**src/rtl/uart_tx_serializer.sv**
```systemverilog
// ---------------------------------------------------------------------------
// uart_tx_serializer
// Transmit stage of the AXI-to-UART bridge. Accepts one byte at a time over a
// valid/ready handshake and serializes it as start, N data bits (LSB first),
// optional parity and one or two stop bits. Each bit lasts cfg_clk_div clocks.
// The frame configuration is captured at accept time, so the register block
// may change cfg_* while a frame is on the line without corrupting it.
// ---------------------------------------------------------------------------
module uart_tx_serializer #(
    parameter int DIV_WIDTH     = 16,
    parameter int DATA_BITS_MAX = 8
) (
    input  logic                     clk,
    input  logic                     arst,
    input  logic [DATA_BITS_MAX-1:0] s_data,
    input  logic                     s_valid,
    output logic                     s_ready,
    input  logic                     cfg_parity_en,
    input  logic                     cfg_parity_type,
    input  logic [3:0]               cfg_num_data_bits,
    input  logic [1:0]               cfg_num_stop_bits,
    input  logic [DIV_WIDTH-1:0]     cfg_clk_div,
    output logic                     tx,
    output logic                     busy,
    output logic                     tx_done
);

    localparam int IDX_W = (DATA_BITS_MAX > 1) ? $clog2(DATA_BITS_MAX) : 1;

    localparam logic [3:0]           N_MIN   = 4'd5;
    localparam logic [3:0]           N_MAX   = 4'(DATA_BITS_MAX);
    localparam logic [DIV_WIDTH-1:0] DIV_ONE = 1;

    typedef enum logic [2:0] {
        IDLE,
        START,
        DATA,
        PARITY,
        STOP
    } state_t;

    // Frame shadow registers, loaded only on accept.
    logic [DATA_BITS_MAX-1:0] data_q, data_d;
    logic                     par_en_q, par_en_d;
    logic                     par_type_q, par_type_d;
    logic [IDX_W-1:0]         last_idx_q, last_idx_d;   // N-1
    logic                     two_stop_q, two_stop_d;   // S-1
    logic [DIV_WIDTH-1:0]     div_m1_q, div_m1_d;       // D-1

    // Sequencing state.
    state_t                   state_q, state_d;
    logic [DIV_WIDTH-1:0]     cnt_q, cnt_d;
    logic [IDX_W-1:0]         bit_idx_q, bit_idx_d;
    logic                     stop_idx_q, stop_idx_d;

    // Registered outputs.
    logic                     tx_q, tx_d;
    logic                     busy_q, busy_d;
    logic                     ready_q, ready_d;
    logic                     done_q, done_d;

    // Accept-time normalization of the configuration inputs.
    logic [IDX_W-1:0]         cfg_last_idx;
    logic [DIV_WIDTH-1:0]     cfg_div_m1;
    logic                     cfg_two_stop;
    logic                     accept;
    logic                     parity_bit;

    assign accept = s_valid && ready_q;

    // Clamp the data-bit count, floor the divider at 1 and fold the stop-bit count.
    always_comb begin
        // NOTE: every signal written in an always_comb gets a value on every
        // path (defaults first); a missed branch would otherwise infer a latch.
        cfg_last_idx = IDX_W'(N_MAX - 4'd1);
        if (cfg_num_data_bits < N_MIN) begin
            cfg_last_idx = IDX_W'(N_MIN - 4'd1);
        end else if (cfg_num_data_bits <= N_MAX) begin
            cfg_last_idx = IDX_W'(cfg_num_data_bits - 4'd1);
        end

        cfg_div_m1   = (cfg_clk_div == '0) ? '0 : (cfg_clk_div - DIV_ONE);
        cfg_two_stop = (cfg_num_stop_bits >= 2'd2);
    end

    // Parity over the transmitted bits only, inverted for odd parity.
    always_comb begin
        parity_bit = par_type_q;
        for (int i = 0; i < DATA_BITS_MAX; i++) begin
            if (IDX_W'(i) <= last_idx_q) begin
                parity_bit = parity_bit ^ data_q[i];
            end
        end
    end

    // Next-state logic; outputs are derived from the next state so they register
    // in step with it (first start-bit cycle directly follows the accept edge).
    always_comb begin
        state_d    = state_q;
        cnt_d      = cnt_q;
        bit_idx_d  = bit_idx_q;
        stop_idx_d = stop_idx_q;
        data_d     = data_q;
        par_en_d   = par_en_q;
        par_type_d = par_type_q;
        last_idx_d = last_idx_q;
        two_stop_d = two_stop_q;
        div_m1_d   = div_m1_q;

        tx_d       = 1'b1;
        busy_d     = 1'b1;
        ready_d    = 1'b0;
        done_d     = 1'b0;

        case (state_q)
            IDLE: begin
                if (accept) begin
                    data_d     = s_data;
                    par_en_d   = cfg_parity_en;
                    par_type_d = cfg_parity_type;
                    last_idx_d = cfg_last_idx;
                    two_stop_d = cfg_two_stop;
                    div_m1_d   = cfg_div_m1;
                    cnt_d      = cfg_div_m1;
                    state_d    = START;
                end
            end

            START: begin
                if (cnt_q == '0) begin
                    cnt_d     = div_m1_q;
                    bit_idx_d = '0;
                    state_d   = DATA;
                end else begin
                    cnt_d = cnt_q - DIV_ONE;
                end
            end

            DATA: begin
                if (cnt_q == '0) begin
                    cnt_d = div_m1_q;
                    if (bit_idx_q == last_idx_q) begin
                        stop_idx_d = 1'b0;
                        state_d    = par_en_q ? PARITY : STOP;
                    end else begin
                        bit_idx_d = bit_idx_q + 1'b1;
                    end
                end else begin
                    cnt_d = cnt_q - DIV_ONE;
                end
            end

            PARITY: begin
                if (cnt_q == '0) begin
                    cnt_d      = div_m1_q;
                    stop_idx_d = 1'b0;
                    state_d    = STOP;
                end else begin
                    cnt_d = cnt_q - DIV_ONE;
                end
            end

            STOP: begin
                if (cnt_q == '0) begin
                    if (stop_idx_q == two_stop_q) begin
                        cnt_d   = '0;
                        state_d = IDLE;
                    end else begin
                        cnt_d      = div_m1_q;
                        stop_idx_d = 1'b1;
                    end
                end else begin
                    cnt_d = cnt_q - DIV_ONE;
                end
            end

            default: begin
                state_d = IDLE;
                cnt_d   = '0;
            end
        endcase

        case (state_d)
            IDLE: begin
                tx_d    = 1'b1;
                busy_d  = 1'b0;
                ready_d = 1'b1;
            end
            START:   tx_d = 1'b0;
            DATA:    tx_d = data_q[bit_idx_d];
            PARITY:  tx_d = parity_bit;
            STOP:    tx_d = 1'b1;
            default: tx_d = 1'b1;
        endcase

        done_d = (state_q == STOP) && (state_d == IDLE);
    end

    // State, shadow and output registers; reset aborts any frame in flight.
    always_ff @(posedge clk or posedge arst) begin
        if (arst) begin
            state_q    <= IDLE;
            cnt_q      <= '0;
            bit_idx_q  <= '0;
            stop_idx_q <= 1'b0;
            data_q     <= '0;
            par_en_q   <= 1'b0;
            par_type_q <= 1'b0;
            last_idx_q <= '0;
            two_stop_q <= 1'b0;
            div_m1_q   <= '0;
            tx_q       <= 1'b1;
            busy_q     <= 1'b0;
            ready_q    <= 1'b1;
            done_q     <= 1'b0;
        end else begin
            // NOTE: sequential state uses non-blocking assignments so every
            // flop samples the pre-edge values regardless of statement order.
            state_q    <= state_d;
            cnt_q      <= cnt_d;
            bit_idx_q  <= bit_idx_d;
            stop_idx_q <= stop_idx_d;
            data_q     <= data_d;
            par_en_q   <= par_en_d;
            par_type_q <= par_type_d;
            last_idx_q <= last_idx_d;
            two_stop_q <= two_stop_d;
            div_m1_q   <= div_m1_d;
            tx_q       <= tx_d;
            busy_q     <= busy_d;
            ready_q    <= ready_d;
            done_q     <= done_d;
        end
    end

    assign tx      = tx_q;
    assign busy    = busy_q;
    assign s_ready = ready_q;
    assign tx_done = done_q;

endmodule

```
**config.mk**
```make
export PLATFORM = sky130hd
export DESIGN_NAME = uart_tx_serializer
export DESIGN_NICKNAME = d
export VERILOG_FILES = /design/src/rtl/uart_tx_serializer.sv
export SDC_FILE = /design/constraint.sdc
export NUM_CORES = 1
export LEC_CHECK = 0
export CORE_MARGIN = 8
export CORE_UTILIZATION = 57
export CTS_CLUSTER_DIAMETER = 30
export DETAILED_ROUTE_END_ITERATION = 8
export HOLD_SLACK_MARGIN = 0.12
export PLACE_DENSITY = 0.82
export RECOVER_POWER = 100
export SLEW_MARGIN = 20
export SYNTH_ARGS = -nofsm -noshare
export SYNTH_HDL_FRONTEND = slang
export SYNTH_SLANG_ARGS = --single-unit
```
**constraint.sdc**
```tcl
create_clock -name clk -period 3.1 [get_ports clk]
set_input_delay 0.93 -clock clk [delete_from_list [all_inputs] [get_ports clk]]
set_output_delay 0.93 -clock clk [all_outputs]
set_load 0.005 [all_outputs]
```
After elaboration in Yosys (flattened, before gate mapping)

Cells that the tools add are included.

Bits in registers: 57
Input bits: 35
Output and inout bits: 4
Word-level logic and storage cells: 103

Add/subtract/negate cells: 4
Magnitude comparators: 12
Equal/unequal tests: 15
Muxes and demuxes: 40
Bitwise gates (word level): 8
Reductions and logical operators: 10

Operator list:

| operator                | count |
|---|---|
| $mux W16                | 5 |
| $pmux W16 S3            | 1 |
| $mux W3                 | 13 |
| $logic_not A16 Y1       | 2 |
| $sub A16 B1 Y16 const B | 2 |
| $mux W1                 | 16 |
| $pmux W3 S5             | 1 |
| $eq A3 B2 Y1 const B    | 4 |
| $le A3 B3 Y1 const A    | 4 |
| $ne A2 B2 Y1 const B    | 6 |
| $xor A1 B1 Y1           | 8 |
| $eq A3 B1 Y1 const B    | 2 |
| $le A1 B3 Y1 const A    | 2 |
| $le A2 B3 Y1 const A    | 2 |
| $logic_not A3 Y1        | 2 |
| $pmux W1 S3             | 2 |
| $pmux W3 S2             | 1 |
| $reduce_and A6 Y1       | 1 |
| $le A4 B4 Y1 const B    | 1 |
| $lt A3 B4 Y1 const B    | 1 |
| $lt A4 B3 Y1 const B    | 1 |
| $add A3 B1 Y3 const B   | 1 |
| $bmux W1 S3             | 1 |
| $eq A3 B3 Y1            | 1 |
| other kinds (8)         | 9 |

Longest topological paths before layout

Gate-level depths: netlist of run 1.

Depth in word-level cells: 17
Mapped depth: 11
Mapped depth without buffers: 10

Least setup slack after synthesis of run 1

Ideal clock, no wire load.

Kind: in2reg
Start: input cfg_clk_div[7]
End: register cnt_q[0]
Setup time: 0.121 ns
Arrival: 2.608 ns
Data required time: 2.979 ns
Path slack: 0.371 ns
Cell stages on the path: 7
Buffers on the path: 1
Path through: or4_1 -> nor3_1 -> and3_1 -> buf_2 -> nand2b_1 -> o32ai_1 -> a22o_1

Longest elaborated chain between the ends: 4

RTL lines:

| element              | line | source |
|---|---|---|
| from (decl)          | 22   | `input logic [DIV_WIDTH-1:0] cfg_clk_div,` |
| $logic_not A16 Y1    | 82   | `cfg_div_m1 = (cfg_clk_div == '0) ? '0 : (cfg_clk_div - DIV_ONE);` |
| $mux W16             | 82   |  |
| $mux W16             | 117  | `if (accept) begin` |
| $pmux W16 S3         | 115  | `case (state_q)` |
| to (signal assigned) | 220  | `cnt_q <= cnt_d;` |
| to (decl)            | 52   | `logic [DIV_WIDTH-1:0] cnt_q, cnt_d;` |

Every way passes these cells. The select of a mux whose other input is x is not followed.
A chain may end at the register's enable or synchronous reset.

Final worst setup path of run 1

Start: register cnt_q[0]
End: register tx_q, in the netlist tx

Longest elaborated chain between the ends: 6
Elaborated cells between the ends (all ways): 15
Classes of those cells: eq/ne (3); mux (11); reduce/logical (1)

RTL lines:

| element                       | line     | source |
|---|---|---|
| $logic_not A16 Y1 (*)         | -        |  |
| $mux W3 (on tied branches)    | 140, 130 |  |
| $pmux W3 S2                   | 115      |  |
| $bmux W1 S3                   | 190      | `DATA: tx_d = data_q[bit_idx_d];` |
| $mux W1 (implied by the code) | 190      |  |
| $pmux W1 S3 (*)               | 183      | `case (state_d)` |
| net tx_d                      | 57       | `logic tx_q, tx_d;` |
| to (signal assigned)          | 229      | `tx_q <= tx_d;` |
| to (decl)                     | 57       |  |

The timed path passes the listed nets; every way through them passes the cells marked *. The select of a mux whose other input is x is not followed.

==> results.toml, run 1 <==
[floorplanning]
core_area_mm2 = 0.006277
die_y_um = 96.31
die-width_um = 96.31
dieArea_mm2 = 0.009275
io_pins = 39
start_util_pct = 58.56
rows = 29

[detailed_routing]
drt_pre_antenna_iters = 5
viasPerCell = 6.379
vias = 3451
wire_per_inst_um = 17.90
ant_nets = 0
routed_wl_um = 9686
drt_iter0_drc = 269
route.detailed.drc = 0

[cells_and_area]
layout.nets = 498
layout_common_cells = "55 x dfrtp_1, 41 x nor2_1, 33 x clkdlybuf4s50_1, 29 x nand2_1, 24 x a21oi_1"
fin_cells = 541
num_antenna_cells = 0
fillers = 479
final_common_cell = "dfrtp_1"
final_area_mm2 = 0.004477
drive_gt1_share_pct = 14.87
syn2layout_area_growth_pct = 21.78

[clock_tree]
cts_num_sinks = 57
cts_root_buf = "clkbuf_8"
cts_buffers = 9
tritoncts = "yes"
clockBufferDepth = 2
clkSlewWorstSetupHoldPaths_ps = 70
htree_levels = 3
clkLatencyLatePin_ps = 350
postCtsSetupBuffers = 0

[logic_synthesis]
ys_types = 69
synth_edf_count = 0
synth_nets = 444
ys_warn_count = 0
synth_area_per_cell_um2 = 9.077
ys.flop_type = "dfrtp_1"
synthCells = 405
async_flop_share_pct = 100.0
ys_seq_elements = 57
synth-seq-area-share_pct = 38.87
syn_area_mm2 = 0.003676

[sta]
skew_ps = 8.511
setup_viol_count_final = 0
slew_viol_final = 0
worst_slew_pin_slew_ps = 979.6
slew_headroom_pct = 34.69
fmax_mhz = 342.7
finalHoldViolations = 0
finalSetupTns_ps = 0
finalCriticalPeriod_ps = 2918
fin_crit_sh_pct = 94.12
rsz0062_at_grt = "no"

[place]
port_buffers = 37
dp_cells = 525
dpl_cell_area_mm2 = 0.004258
place.gp.congestion = 0.9099
hpwl_um = 6902

[global_route]
grtUsageTotal_pct = 22.67
grt-ovfl-total = 0
grt_max_degree = 34
first_global_vias = 3517
antenna_found_initial = 0
grt_pass1_wl_um = 16500

[power]
irDropWorstVdd_v = 0.0002278
power_uw = 1728
power_density_mw_per_mm2 = 385.9
p_leak_uw = 0.001914

[min_path]
min_to = "div_m1_q[8]$_DFFE_PP0P_"
min_path_cells = 2
hold_class = "reg2reg"
min-delay-start = "div_m1_q[8]$_DFFE_PP0P_"

[setup_path]
critPathKind = "reg2reg"
worst_setup_path_end_kind = "register"
slowest_delay_ps = 530
crit_slowest_cell = "or3_1"
cp.required_ps = 3370
rr_worst_depth = 9
r2r-end = "tx$_DFF_PP1_"
worstPathMaxFanout = 8
ff2ff_setup_slack_ps = 180
regToRegStartpoint = "cnt_q[0]$_DFFE_PP0P_"
crit_chain = "inv_1, ha_1, nor2b_1, and3_1, a31oi_1, or3_1, a2111oi_1, a311o_1, o21ai_0"
cp.arrival_ps = 3190
start_kind = "register"

[run]
drv_cap = 0

[run_status]
status = "finished clean"
cells by family (layout without fill, tap and decap cells):
family	Yosys count	after routing	synth area share, %
xor gates and xnor gates	30	30	7.522
AOI/OAI and AO/OA	113	113	21.27
adders and majority gates	5	5	1.634
DFF	57	57	38.87
buffers and inverters	39	98	4.459
and+or+nand+nor	140	140	20.01
muxes	21	21	6.229
flip-flops by register name, summed over array words and instances, names as in the netlist:
| name | flops |
|---|---|
| par_type_q | 1 |
| par_en_q | 1 |
| cnt_q | 16 |
| two_stop_q | 1 |
| busy | 1 |
| tx_done | 1 |
| div_m1_q | 16 |
| data_q | 8 |
| s_ready | 1 |
| state_q | 3 |
| last_idx_q | 3 |
| bit_idx_q | 3 |
| stop_idx_q | 1 |
| tx | 1 |
synth_stat cells, types with 7 or more instances:
cell type	n	area [µm²]
dfrtp_1	55	1376
nor2_1	41	153.9
nand2_1	29	108.9
a21oi_1	24	120.1
xnor2_1	18	157.7
inv_1	17	63.81
mux2_2	15	168.9
o21ai_0	15	75.07
nor3_1	14	70.07
o31ai_1	12	90.09
clkbuf_1	11	41.29
xor2_1	11	96.34
nand3_1	10	50.05
buf_2	8	40.04
o221ai_1	8	70.07
or3_1	7	43.79
layer usage:
| metal | wire, µm | share of wire [%] | vias to the layer above | GRT usage [%] |
|---|---|---|---|---|
| met4 | 265 | 2.7 | 0 | 11.73 |
| met5 | 0 | 0 | - | 0 |
| met3 | 678 | 7.0 | 35 | 3.900 |
| li1 | - | - | 1594 | - |
| met1 | 4085 | 42 | 1649 | 28.18 |
| met2 | 4656 | 48 | 173 | 37.00 |
final cells by class:
cell class | count | area (µm²) | area share, %
Multi-Input combinational cell | 309 | 2077 | 46.39
Sequential cell | 57 | 1429 | 31.92
Timing Repair Buffer | 65 | 561.8 | 12.55
Clock inverter | 7 | 125.1 | 2.795
Clock buffer | 9 | 123.9 | 2.767
Tap cell | 77 | 96.34 | 2.152
Inverter | 17 | 63.81 | 1.425
how the worst max path moves through the flow:
stage	from	endpoint	slack, ps	cells past startpoint
2_1_floorplan	cfg_clk_div[7]	cnt_q[0]$_DFFE_PP0P_	370	7
3_3_place_gp	cfg_clk_div[7]	cnt_q[10]$_DFFE_PP0P_	-180	8
3_5_place_dp	cfg_clk_div[7]	cnt_q[15]$_DFFE_PP0P_	-230	8
4_1_cts	cfg_clk_div[7]	cnt_q[8]$_DFFE_PP0P_	140	7
5_1_grt	cfg_clk_div[7]	cnt_q[10]$_DFFE_PP0P_	30	8
6_report	cnt_q[0]$_DFFE_PP0P_	tx$_DFF_PP1_	180	9
per-stage QoR:
stage | utilization, % | hold slack (ps) | setup slack [ps]
after detailed placement | 67.83 | 466.5 | -226.6
after floorplan | - | 443.2 | 371.5
after global routing | 71.32 | 499.3 | 30.55
after global placement | 67.83 | 456.7 | -176.7
after CTS | 71.80 | 481.0 | 138.8
final | 71.32 | 483.2 | 182.4
critical path: cells and delay by family, from the launching register on:
| family | cells | cell delay (ps) |
|---|---|---|
| fa+ha+maj | 1 | 200 |
| simple gates | 3 | 1150 |
| compound gates | 4 | 970 |
| flops | 1 | 430 |
| buf+inv | 1 | 80 |
report_power, final:
| group | switching [µW] | internal, µW |
|---|---|---|
| combinational | 49.0 | 58.5 |
| clock | 335 | 542 |
| sequential | 0 | 743 |
| total | 384 | 1340 |
what timing repair did:
| action | in CTS | in global routing |
|---|---|---|
| endpoints found under the setup margin | 0 | 13 |
| hold endpoints to repair | 0 | 0 |
| resized for setup | 0 | 1 |
| hold buffers | 0 | 0 |
Power figures use the tool's default switching activity.
==> run 2, diff against run 1 <==
Settings changed: CAP_MARGIN set to 20, CORE_MARGIN 8 to 3.
==> run 2 against run 1 <==
Net effect:
- core utilization increased by 1.7 points
- critical path depth decreased by 1
- sequential power about the same
- global-route usage increased by 3.1 points
- hold slack got worse by 6.3 ps
- die area decreased by 20%
- sequential share of layout area increased by 0.21 points
- clock skew increased by 1.8 ps
- combinational power about the same
- critical path type is now in2reg
- critical endpoint is now cnt_q[15]$_DFFE_PP0P_
==> results.toml, run 2 (synthesis gave the netlist of run 1 again) <==
[detailed_routing]
wire_per_inst_um = 16.68
route.detailed.drc = 0
drt_iter0_drc = 293
drt_pre_antenna_iters = 5
viasPerCell = 6.357
routed_wl_um = 9008
ant_nets = 0
vias = 3433

[global_route]
grt-ovfl-total = 0
grtUsageTotal_pct = 25.81
antenna_found_initial = 0
first_global_vias = 3305
grt_pass1_wl_um = 15210
grt_max_degree = 36

[run]
drv_cap = 0

[floorplanning]
die_y_um = 86.31
rows = 28
core_area_mm2 = 0.006096
dieArea_mm2 = 0.007449
io_pins = 39
die-width_um = 86.31
start_util_pct = 60.30

[power]
power_density_mw_per_mm2 = 358.7
p_sw_uw = 358.5
clockPowerShare_pct = 46.7
internal_power_uw = 1237
seqPwrFrac_pct = 46.6
irDropWorstVdd_v = 0.0003010
p_leak_uw = 0.001904
p_comb_share_pct = 6.7
switching_share_pct = 22.47

[clock_tree]
cts_buffers = 9
tritoncts = "yes"
cts_num_sinks = 57
htree_levels = 3
clkSlewWorstSetupHoldPaths_ps = 70
postCtsSetupBuffers = 0
cts_repair_resize_count = 0
clkLatencyLatePin_ps = 340
ctsHoldBuffers = 0
cts_root_buf = "clkbuf_8"
clockBufferDepth = 2

[cells_and_area]
final_common_cell = "dfrtp_1"
layout.nets = 499
drive_gt1_share_pct = 15.27
fillers = 452
layout_common_cells = "55 x dfrtp_1, 41 x nor2_1, 32 x clkdlybuf4s50_1, 29 x nand2_1"
top_regs = "cnt_q: 16 flops, div_m1_q: 16 flops, data_q: 8 flops"
num_antenna_cells = 0
syn2layout_area_growth_pct = 21.00
final_area_mm2 = 0.004448

[sta]
finalCriticalPeriod_ps = 2956
rsz0062_at_grt = "no"
slew_headroom_pct = 27.68
slew_viol_final = 0
worst_slew_pin_slew_ps = 1084
fin_crit_sh_pct = 95.35
skew_ps = 10.36
hold_slack_ps = 476.9
setup_viol_count_final = 0
fmax_mhz = 338.3
finalHoldViolations = 0

[setup_path]
cp.required_ps = 3320
worst_setup_path_end_kind = "register"
critPathKind = "in2reg"
worstPathMaxFanout = 4
start_kind = "primary input"
cp.arrival_ps = 3180

[place]
hpwl_um = 6595
dpl_cell_area_mm2 = 0.004275
port_buffers = 37
place.gp.congestion = 0.9009

[run_status]
status = "finished clean"

[min_path]
hold_class = "reg2reg"
==> run 2: layout make-up <==
type,count,area [µm²],share of cell area [%]
multi-input combinational,309,2072,46.58
sequential,57,1429,32.12
timing repair buffer,66,574.3,12.91
clock buffer,12,165.2,3.713
tap,75,93.84,2.110
inverter,17,63.81,1.435
clock inverter,4,50.05,1.125
==> run 2: power by group through the flow <==
stage | Sequential, µW | Combinational [µW] | Clock, µW
detailed placement | 758 | 110 | 0
finish | 744 | 107 | 745
floorplan | 758 | 34.5 | 0
global route | 743 | 118 | 791
global placement | 758 | 106 | 0
CTS | 744 | 110 | 748
==> run 2: path summary, 6_finish.rpt <==
kind                                          from                      end  slack [ps]  depth (start not counted)
max                                 cfg_clk_div[7]    cnt_q[15]$_DFFE_PP0P_         140                          8
max reg2reg                   cnt_q[0]$_DFFE_PP0P_             tx$_DFF_PP1_         230                          9
min reg2reg                div_m1_q[8]$_DFFE_PP0P_  div_m1_q[8]$_DFFE_PP0P_         480                          2
max in group asynchronous                     arst           busy$_DFF_PP0_         590                          3
min                        div_m1_q[8]$_DFFE_PP0P_  div_m1_q[8]$_DFFE_PP0P_         480                          2
min in group asynchronous                     arst   bit_idx_q[1]$_DFF_PP0_        1320                          2
==> run 2: through the flow <==
| step | worst slack, ps | TNS [ps] | power, µW | util [%] | instances |
|---|---|---|---|---|---|
| 3_3_place_gp | -121.1 | -1015 | 863.7 | 70.14 | 524 |
| 5_1_grt | 1.724 | 0 | 1653 | 72.97 | 540 |
| 6_report | 144.2 | 0 | 1596 | 72.97 | 540 |
| 4_1_cts | 160.6 | 0 | 1601 | 73.67 | 540 |
| 3_5_place_dp | -187.6 | -1583 | 867.2 | 70.14 | 524 |
| 2_1_floorplan | 371.5 | 0 | 792.2 | - | 405 |
==> run 2: critical path: stages <==
cell	delay, ps
clkdlybuf4s50_1	410
or4_1	550
nor3_1	300
nor4b_1	370
mux2i_1	340
nor2_1	70
o21ai_1	130
a21oi_1	80
==> run 2: metal layers <==
metal  part of all wire (%)  global-route usage [%]
met5                      0                       0
met1                     43                   35.06
met3                    7.9                   5.133
met4                    2.9                   11.33
met2                     46                   40.29
